[config.mk]
export PLATFORM = sky130hd
export DESIGN_NAME = adc_spi_responder_flat
export DESIGN_NICKNAME = d
export VERILOG_FILES = /design/src/rtl/adc_spi_responder_if.sv /design/src/rtl/adc_spi_responder.sv /design/src/flat_wrapper.sv
export SDC_FILE = /design/constraint.sdc
export NUM_CORES = 1
export LEC_CHECK = 0
export CAP_MARGIN = 10
export CORE_ASPECT_RATIO = 1.75
export CORE_UTILIZATION = 50
export CTS_CLUSTER_SIZE = 14
export DETAILED_ROUTE_END_ITERATION = 8
export HOLD_SLACK_MARGIN = 0.1
export PLACE_DENSITY = 0.74
export SLEW_MARGIN = 40
export SYNTH_ARGS = -nofsm -noshare
export SYNTH_HDL_FRONTEND = slang
export SYNTH_SLANG_ARGS = --single-unit
[constraint.sdc]
create_clock -name clk_i -period 1.9 [get_ports clk_i]
set_clock_uncertainty 0.1 [all_clocks]
set_input_delay 0.285 -clock clk_i [delete_from_list [all_inputs] [get_ports clk_i]]
set_output_delay 0.285 -clock clk_i [all_outputs]
set_load 0.05 [all_outputs]
[src/rtl/adc_spi_responder_if.sv]
// Serial link bundle between the voltmeter's ADC master and the emulated ADC.
// Signals: sck, mosi (ADC Din), adc_reset (master to ADC); miso (ADC Dout back).
interface adc_spi_responder_if;
  logic sck;
  logic mosi;
  logic adc_reset;
  logic miso;

  modport master (
    output sck,
    output mosi,
    output adc_reset,
    input  miso
  );

  modport slave (
    input  sck,
    input  mosi,
    input  adc_reset,
    output miso
  );
endinterface

[src/rtl/adc_spi_responder.sv]
// On-FPGA ADC emulator: oversamples SCK/Din/reset, shifts sample_i out MSB-first
// on miso and captures the command word shifted in on mosi.
// Ports: clk_i, reset (sync, active-high), sample_i/sample_ack_o, link (slave
// modport: sck, mosi, adc_reset in; miso out), cmd_o/cmd_valid_o, frame_err_o,
// busy_o.
// Option: define ADC_SPI_LOOPBACK_EN to echo the previous command instead of
// sample_i.
module adc_spi_responder #(
  parameter int FRAME_BITS   = 16,
  parameter int IDLE_TIMEOUT = 64,
  parameter int SYNC_STAGES  = 2
) (
  input  logic                  clk_i,
  input  logic                  reset,
  input  logic [FRAME_BITS-1:0] sample_i,
  output logic                  sample_ack_o,
  adc_spi_responder_if.slave    link,
  output logic [FRAME_BITS-1:0] cmd_o,
  output logic                  cmd_valid_o,
  output logic                  frame_err_o,
  output logic                  busy_o
);

  localparam int BW = $clog2(FRAME_BITS + 1);
  localparam int TW = $clog2(IDLE_TIMEOUT + 1);
  localparam int MSB = FRAME_BITS - 1;

  typedef enum logic {
    IDLE,
    SHIFT
  } state_t;

  state_t state;

  logic [SYNC_STAGES-1:0] sck_sync;
  logic [SYNC_STAGES-1:0] mosi_sync;
  logic [SYNC_STAGES-1:0] arst_sync;
  logic                   sck_d;

  logic sck_s;
  logic mosi_s;
  logic arst_s;
  logic rise;
  logic fall;

  logic [FRAME_BITS-1:0] tx_shift;
  logic [FRAME_BITS-1:0] rx_shift;
  logic [FRAME_BITS-1:0] rx_next;
  logic [FRAME_BITS-1:0] src;
  logic [BW-1:0]         bcnt;
  logic [TW-1:0]         tcnt;
  logic                  miso_q;
  logic                  done;

  assign sck_s   = sck_sync[SYNC_STAGES-1];
  assign mosi_s  = mosi_sync[SYNC_STAGES-1];
  assign arst_s  = arst_sync[SYNC_STAGES-1];
  assign rise    = sck_s & ~sck_d;
  assign fall    = ~sck_s & sck_d;
  assign rx_next = {rx_shift[MSB-1:0], mosi_s};
  assign link.miso = miso_q;

`ifdef ADC_SPI_LOOPBACK_EN
  assign src = cmd_o;
`else
  assign src = sample_i;
`endif

  always_ff @(posedge clk_i) begin
    if (reset) begin
      sck_sync  <= '0;
      mosi_sync <= '0;
      arst_sync <= '0;
      sck_d     <= 1'b0;
    end else begin
      sck_sync  <= {sck_sync[SYNC_STAGES-2:0], link.sck};
      mosi_sync <= {mosi_sync[SYNC_STAGES-2:0], link.mosi};
      arst_sync <= {arst_sync[SYNC_STAGES-2:0], link.adc_reset};
      sck_d     <= sck_s;
    end
  end

  always_ff @(posedge clk_i) begin
    if (reset) begin
      state        <= IDLE;
      tx_shift     <= '0;
      rx_shift     <= '0;
      bcnt         <= '0;
      tcnt         <= '0;
      miso_q       <= 1'b0;
      done         <= 1'b0;
      cmd_o        <= '0;
      cmd_valid_o  <= 1'b0;
      sample_ack_o <= 1'b0;
      frame_err_o  <= 1'b0;
      busy_o       <= 1'b0;
    end else begin
      sample_ack_o <= 1'b0;
      frame_err_o  <= 1'b0;
      // cmd_o is written one cycle ahead so it is stable under the pulse.
      cmd_valid_o  <= done;
      done         <= 1'b0;
      if (arst_s) begin
        // Datapath reset from the master; cmd_o is kept on purpose.
        state       <= IDLE;
        tx_shift    <= '0;
        rx_shift    <= '0;
        bcnt        <= '0;
        tcnt        <= '0;
        miso_q      <= 1'b0;
        busy_o      <= 1'b0;
        cmd_valid_o <= 1'b0;
      end else begin
        unique case (state)
          IDLE: begin
            if (rise) begin
              rx_shift     <= {{(FRAME_BITS-1){1'b0}}, mosi_s};
              sample_ack_o <= 1'b1;
              bcnt         <= BW'(1);
              tcnt         <= '0;
              busy_o       <= 1'b1;
              state        <= SHIFT;
            end else begin
              // Keep the first bit on miso ahead of the first rising edge.
              tx_shift <= src;
              miso_q   <= src[MSB];
            end
          end
          SHIFT: begin
            if (tcnt == TW'(IDLE_TIMEOUT)) begin
              frame_err_o <= 1'b1;
              rx_shift    <= '0;
              bcnt        <= '0;
              tcnt        <= '0;
              busy_o      <= 1'b0;
              state       <= IDLE;
            end else if (rise) begin
              rx_shift <= rx_next;
              tcnt     <= '0;
              if (bcnt == BW'(FRAME_BITS - 1)) begin
                cmd_o  <= rx_next;
                done   <= 1'b1;
                bcnt   <= '0;
                busy_o <= 1'b0;
                state  <= IDLE;
              end else begin
                bcnt <= bcnt + BW'(1);
              end
            end else if (fall) begin
              tx_shift <= {tx_shift[MSB-1:0], 1'b0};
              miso_q   <= tx_shift[MSB-1];
              tcnt     <= '0;
            end else begin
              tcnt <= tcnt + TW'(1);
            end
          end
          default: state <= IDLE;
        endcase
      end
    end
  end

endmodule

[src/flat_wrapper.sv]
// flat-port wrapper written by rule: the top's interface ports become plain ports
module adc_spi_responder_flat 
#(
  parameter int FRAME_BITS   = 16,
  parameter int IDLE_TIMEOUT = 64,
  parameter int SYNC_STAGES  = 2
)
  (clk_i, reset, sample_i, sample_ack_o, cmd_o, cmd_valid_o, frame_err_o, busy_o, link_sck, link_mosi, link_adc_reset, link_miso);
  adc_spi_responder_if link_i ();
  input  logic clk_i;
  input  logic reset;
  input  logic [FRAME_BITS-1:0] sample_i;
  output logic sample_ack_o;
  output logic [FRAME_BITS-1:0] cmd_o;
  output logic cmd_valid_o;
  output logic frame_err_o;
  output logic busy_o;
  input wire logic [$bits(link_i.sck)-1:0] link_sck;
  input wire logic [$bits(link_i.mosi)-1:0] link_mosi;
  input wire logic [$bits(link_i.adc_reset)-1:0] link_adc_reset;
  output wire logic [$bits(link_i.miso)-1:0] link_miso;
  assign link_i.sck = link_sck;
  assign link_i.mosi = link_mosi;
  assign link_i.adc_reset = link_adc_reset;
  assign link_miso = link_i.miso;
  adc_spi_responder #(.FRAME_BITS(FRAME_BITS), .IDLE_TIMEOUT(IDLE_TIMEOUT), .SYNC_STAGES(SYNC_STAGES)) u_core (.clk_i(clk_i), .reset(reset), .sample_i(sample_i), .sample_ack_o(sample_ack_o), .link(link_i), .cmd_o(cmd_o), .cmd_valid_o(cmd_valid_o), .frame_err_o(frame_err_o), .busy_o(busy_o));
endmodule
# == Yosys cells after proc, flatten, opt, wreduce, memory -nomap -nowiden ==
# Index checks and enable logic that the tools add are counted.
# word_totals
register_bits,72
input_bits,21
out_inout_bits,21
wordCells,79
# classes
add_sub_neg,2
n_mux,36
reduce_logical,8
bitwise_logic,8
n_eq_ne,9
# ops
op,n
two-way mux 15 bit,7
case mux 15 bit (2 select lines),2
two-way mux 7 bit,4
two-way mux 5 bit,4
two-way mux 1 bit,14
case mux 7 bit (2 select lines),1
case mux 5 bit (2 select lines),1
"!= test 2 bit, second input constant",4
"adder 7 x 1 -> 7 bit, second input constant",1
"== test 7 bit, second input constant",1
"!= test 3 bit, second input constant",2
NOT 1 bit,6
case mux 1 bit (2 select lines),3
OR reduction 3 bit,2
"adder 5 x 1 -> 5 bit, second input constant",1
"== test 5 x 4 -> 1 bit, second input constant",1
AND reduction 5 bit,1
OR reduction 5 bit,1
AND reduction 4 bit,1
AND reduction 3 bit,1
bitwise AND 1 bit,2
"!= test 2 x 1 -> 1 bit, second input constant",1
AND reduction 2 bit,1
OR reduction 2 bit,1

# == Logic depth before layout (Yosys ltp) ==
# depth
ltp_word,6
depth_mapped,8
depth_no_buf,6

# == Worst setup path before layout ==
# No wires, ideal clock.
# synth_path
kind,register to register
from,reg u_core.bcnt[0]
to,reg u_core.cmd_o[10]
period_less_slack_ns,1.723
setup_time_ns,0.072
arrival_time_ns,1.551
stages_incl_launch_ff,8
path_buffers,2
t_required_ns,1.728
slack_ns,0.177
cell_sequence,dfxtp_1 -> ha_1 -> and4b_1 -> nand2_1 -> and4bb_1 -> buf_6 -> buf_8 -> mux2i_1
# synth_via
elab_chain_len,2
# synth_rtl
element,line_no,source
from (decl),adc_spi_responder.sv:50,logic [BW-1:0] bcnt;
from (signal assigned),adc_spi_responder.sv:147,bcnt <= bcnt + BW'(1);
== test 5 x 4 -> 1 bit,adc_spi_responder.sv:140,if (bcnt == BW'(FRAME_BITS - 1)) begin
AND reduction 5 bit (no source line),-,
to (signal assigned),adc_spi_responder.sv:141,cmd_o <= rx_next;
to (decl),adc_spi_responder.sv:18,"output logic [FRAME_BITS-1:0] cmd_o,"
# Every way passes these cells.
# A chain may end at the register's enable or synchronous reset.

# == Worst setup path after layout ==
# layout_path
from,reg u_core.cmd_valid_o
to,out cmd_valid_o
# layout_lines
element,line_no,source
from (decl),adc_spi_responder.sv:19,"output logic cmd_valid_o,"
from (signal assigned),adc_spi_responder.sv:101,cmd_valid_o <= done;
to (decl),flat_wrapper.sv:15,output logic cmd_valid_o;
# No word-level cell between the ends.

==> results by group <==
Floorplan
  – Io pins: 42
  – Die Wd: 60.94 um
  – Die ar.: 0.006406 mm2
  – Initial Util: 51.69%
  – Core area: 0.005879 mm2
  – Row cnt: 37
  – Die height: 105.1 um

Finish
  – Fin util: 64.82%
  – Final #Nets: 388
  – ANT cells: 0
  – Syn-to-layout area delta: 25.40%
  – Layout cells sized above 1: 12.47%
  – Register area: 0.001441 mm2
  – # fillers: 522
  – Multi-input logic area: 0.001489 mm2

Global route
  – Pin count of the biggest net entering global routing: 44
  – Global route total overflow: 0
  – Total track usage: 21.00%
  – First-pass GRT wire length: 10.16 mm
  – Initial antenna violation count: 0
  – Vias in the first global route: 2316

Worst setup path
  – Slowest CP cell: clkdlybuf4s50_1
  – Worst path cell trace: clkdlybuf4s50_1
  – Element type at the critical path start: register
  – FF-to-FF End: u_core.cmd_o[13]
  – CP endpoint kind: output port
  – Reg2reg start: u_core.bcnt[0]
  – R2r setup slk: 0.09 ns
  – Worst Setup Path Type: reg -> out
  – CP max stage delay: 0.79 ns
  – R2R depth: 6
  – Kind of cell adding the most delay to the critical path: buffers and inverters
  – Worst EP arrival: 1.45 ns
  – Max FO, Critical Path: 1
  – Worst EP required: 1.51 ns
  – Worst path bufs/invs: 1

Min path
  – Hold Path Sink: u_core.cmd_valid_o
  – Hold path start: u_core.done
  – Hold depth: 1
  – Worst Hold Class: reg -> reg

CTS
  – Worst-Skew Late Latency: 0.34 ns
  – CTS Sinks: 72
  – Root Driver: clkbuf_8
  – CTS Buffer Depth: 2
  – CTS H-tree depth: 3
  – # hold bufs at CTS: 0
  – Clock buffer count from CTS: 9
  – CTS tree: built
  – Clk slew on worst S/H paths: 0.08 ns

Synthesis
  – Post-Syn Instances: 322
  – Net Count, Synth: 346
  – Post-Syn Area: 0.003039 mm2
  – Synth area leaders: dfxtp_1 47%, mux2i_1 11%, nand2b_1 7.4%
  – #FFs+latches synth: 72
  – Synth cell count leaders: 72 x dfxtp_1, 36 x nand2b_1, 32 x mux2i_1
  – FFs w/ async S/R, synth: 0%
  – Yosys top cell by area: dfxtp_1
  – Post-synth EDFFs: 0
  – Most numerous cell in the Yosys netlist: dfxtp_1
  – YS warnings: 0
  – Syn avg cell area: 9.438 um2
  – Library cells used by synthesis: 41
  – Synth top area share: 47.43%
  – Post-synthesis sequential area ratio: 47.43%
  – Main flop type after synthesis: dfxtp_1

Drt
  – Vias: 2418
  – Routed WL: 6.054 mm
  – DR vias/cell: 5.409
  – Avg WL per Cell: 13.54 um
  – DRC: 0
  – Detail Route Antenna Nets: 0
  – Starting DRT DRC Count: 79
  – First drt pass iteration count: 4

STA
  – Max_slew headroom: 66.45%
  – Worst-margin pin slew: 0.5024 ns
  – Highest Clock Rate: 545.8 MHz
  – Final period util: 96.44%
  – Final count of negative-setup-slack endpoints: 0
  – Worst setup margin: 0.06773 ns
  – Final count of pins violating max slew: 0
  – Tmin final: 1.832 ns
  – Final count of hold timing violations: 0

Placed design
  – GPL Wtd Cong: 0.8246
  – Dpl hpwl: 4.145 mm
  – Placement Setup Slack: 0.02926 ns
  – Port Buffers: 41

Pwr
  – Pwr Density: 820.4 mW/mm2
  – Leakage: 1.545 nW
  – Worst VDD drop: 0.0007121 V

Status
  – Status: finished, final reports clean

Run
  – Max cap viols: 0
-- cells in the final DEF (no fill, tap or decap), types with 3 or more instances in the layout --
master / count
a21oi_1: 23
buf_12: 3
buf_4: 18
clkbuf_8: 9
clkdlybuf4s50_1: 23
dfxtp_1: 72
dlymetal6s2s_1: 11
mux2i_1: 32
nand2_1: 30
nand2b_1: 36
nand3_1: 6
nand4_1: 5
nor2_1: 10
nor2b_1: 9
nor3_1: 6
o21ai_0: 3
o22ai_1: 14
o31ai_1: 15
-- sequential cells by signal, indices dropped and copies added (netlist names), 2 cells and up --
| register | flops |
|---|---|
| u_core.cmd_o | 16 |
| u_core.rx_shift | 15 |
| u_core.tx_shift | 15 |
| u_core.tcnt | 7 |
| u_core.bcnt | 5 |
| u_core.arst_sync | 2 |
| u_core.mosi_sync | 2 |
| u_core.sck_sync | 2 |
-- layout make-up --
type / instances / area share, %
multi-input combinational: 224 / 39.07
sequential: 72 / 37.82
timing repair buffer: 55 / 14.77
clock buffer: 11 / 3.447
tap: 78 / 2.561
clock inverter: 5 / 2.134
inverter: 2 / 0.1970
-- routing by layer --
metal / share of wire [%] / vias to the layer above / GRT usage [%]
met5: 0 / - / 0
met4: 2.2 / 0 / 11.04
met3: 2.6 / 13 / 4.827
met2: 53 / 44 / 35.40
met1: 43 / 1136 / 23.40
li1: - / 1225 / -
-- worst max path at each step --
stage                                   from               end  slack (ns)  cells after the start
final                     u_core.cmd_valid_o       cmd_valid_o        0.07                      1
after global routing          u_core.tcnt[0]  u_core.cmd_o[14]      -0.007                      7
after CTS                    u_core.cmd_o[3]          cmd_o[3]        0.01                      1
after detailed placement               reset    u_core.tcnt[4]        0.03                      5
after global placement                 reset    u_core.tcnt[6]        0.08                      5
after floorplan               u_core.bcnt[0]  u_core.cmd_o[10]        0.18                      7
-- stage by stage --
stage	instance area, um2	total power [W]	hold WS (ns)	setup TNS, ns	cells
finish	3811	0.003127	0.3327	0	447
global placement	3558	0.001867	0.3161	0	431
global route	3811	0.003263	0.3482	-0.01418	447
CTS	3771	0.003153	0.3362	0	447
detailed placement	3558	0.001872	0.3178	0	431
floorplan	3039	0.001769	0.3057	0	322
-- power breakdown --
| part | switching, W | internal, W | leakage (nW) |
|---|---|---|---|
| combinational | 0.000134 | 0.000128 | 0.856 |
| clock | 0.000546 | 0.000740 | 0.104 |
| sequential | 0.0000262 | 0.00155 | 0.586 |
-- kinds of logic (layout without fill, tap and decap cells) --
group	after synthesis	after routing	synth area share (%)
buffers and inverters	26	73	4.075
AOI/OAI and AO/OA	68	68	14.49
adders and majority gates	3	3	1.235
DFF	72	72	47.43
xor gates and xnor gates	1	1	0.2882
muxes	32	32	10.54
and+or+nand+nor	120	120	21.94
-- repair_timing --
action | 4_1_cts | 5_1_grt
setup buffers | 0 | 0
endpoints found under the setup margin | 0 | 30
gates resized for setup | 0 | 15
No activity file was read; power rests on OpenSTA's default activity.
==> RTL edit: new RTL, same settings <==
One comparison of `bcnt` changes from == to >=.
--- a/src/rtl/adc_spi_responder.sv
+++ b/src/rtl/adc_spi_responder.sv
@@ -137,7 +137,7 @@
             end else if (rise) begin
               rx_shift <= rx_next;
               tcnt     <= '0;
-              if (bcnt == BW'(FRAME_BITS - 1)) begin
+              if (bcnt >= BW'(FRAME_BITS - 1)) begin
                 cmd_o  <= rx_next;
                 done   <= 1'b1;
                 bcnt   <= '0;
Function: no difference found for any inputs over 10 cycles, from zero or initial values and one cycle with reset high; that may be too few to reach the edited logic, so the function may still have changed.
==> RTL edit against the unedited design <==
- design area up 9.2%
- sequential cell count unchanged
- total power up 7.3%
- die area up 2.8%
- worst setup slack worse by 0.067 ns
- wire length up 13%
- synthesized area up 2.8%
- largest cell class unchanged
- largest power group unchanged
==> RTL edit: results (changes against the unedited design) <==
register-to-register setup slack=0.0009 ns (-0.09 ns); Adder-Cell Fraction of Synth Area=0.0160 (+0.00366); largest cells by area after synthesis=dfxtp_1 (46%), mux2i_1 (10%), nand2b_1 (7.0%), a22o_1 (4.5%), a211oi_1 (3.6%); Int Pwr=2600 uW (+7.4%); CP arrival=2.08 ns (+0.63 ns); CP max FO=8 (+7); Layout Nets=399 (+2.8%); Post-Synth XOR/XNOR Area=0.00841 (+0.00552); first-pass GRT wire length=10,300 um (+1.0%); vias per cell=5.52 (+2.0%); PortBufs=41 (unchanged); Sw Share=0.225 (-0.000804); All-Layer GR Usage=0.210 (about the same); hpwl dp=4440 um (+7.1%); Netlist cell types=47 (+15%); multiplexer share of the synthesized area=0.106 (+0.000692); DR iter-0 viols=149 (+89%); dpl ws=-0.0157 ns (-0.0449 ns); routability-driven placement congestion ratio=0.891 (+8.1%); Inst Count DP=436 (+1.2%); syn_nets=337 (-2.6%); Clk. pwr=1500 uW (+16%); synth cell count leaders=dfxtp_1 (72), nand2b_1 (35), mux2i_1 (32); vias in the first global route=2,422 (+4.6%); share of layout cells above drive strength 1=0.193 (+0.0680); Gate Count Post-Synth=312 (-3.1%); Peak supply drop=0.696 mV (-2.3%); outcome=finished clean; setup ws final=0.000934 ns (-0.0668 ns); Slew HR=0.584 (-0.0801); largest registers=u_core.cmd_o (16), u_core.rx_shift (15), u_core.tx_shift (15); CTS resizes=5 (+5); part of the Yosys area used for sequential elements=0.461 (-0.0131); routed wire length=6810 um (+13%); largest net degree at the start of global routing=40 (-9.1%); Lkg Pwr=0.00170 uW (+9.7%); via count=2,522 (+4.3%)
[RTL edit: changes by cell type in the layout (fill, tap and decap cells not counted), moves of 10 or more]
cell,delta
o22ai_1,-12
o31ai_1,-15
o21ai_0,+13
a21oi_1,-21
buf_4,+15
nor3_1,+10
a211oi_1,+14
nand2_1,-25
a22o_1,+14
[RTL edit: path summary, 6_finish.rpt]
path                       start            endpoint  cells after the start
setup / recovery  u_core.bcnt[0]    u_core.cmd_o[11]                      9
hold / removal       u_core.done  u_core.cmd_valid_o                      1
setup reg to reg  u_core.bcnt[0]    u_core.cmd_o[11]                      9
hold reg to reg      u_core.done  u_core.cmd_valid_o                      1
[RTL edit: worst max-delay path, stage by stage (launching register included)]
cell and delay [ns]:
dfxtp_4 0.38, ha_4 0.15, and3_4 0.19, ha_4 0.12, nor2_2 0.04, and2_4 0.15, nor4_4 0.13, buf_4 0.18
clkbuf_16 0.17, mux2i_1 0.21
[RTL edit: final cells by class]
| class | count | area share |
|---|---|---|
| inverter | 8 | 0.00722 |
| tap | 78 | 0.0235 |
| sequential | 72 | 0.348 |
| timing repair buffer | 73 | 0.173 |
| clock buffer | 10 | 0.0331 |
| clock inverter | 6 | 0.0277 |
| multi-input combinational | 210 | 0.388 |
[RTL edit: metal layers]
metal | GRT usage | share of wire
met2 | 0.375 | 0.54
met5 | 0 | 0
met3 | 0.0676 | 0.037
met1 | 0.208 | 0.40
met4 | 0.0952 | 0.024
[RTL edit: through the flow]
stage / cell area (um^2) / hold slack [ns]
6_report: 4160 / 0.341
5_1_grt: 4160 / 0.350
4_1_cts: 4060 / 0.338
3_5_place_dp: 3790 / 0.317
3_3_place_gp: 3790 / 0.318
2_1_floorplan: 3170 / 0.306
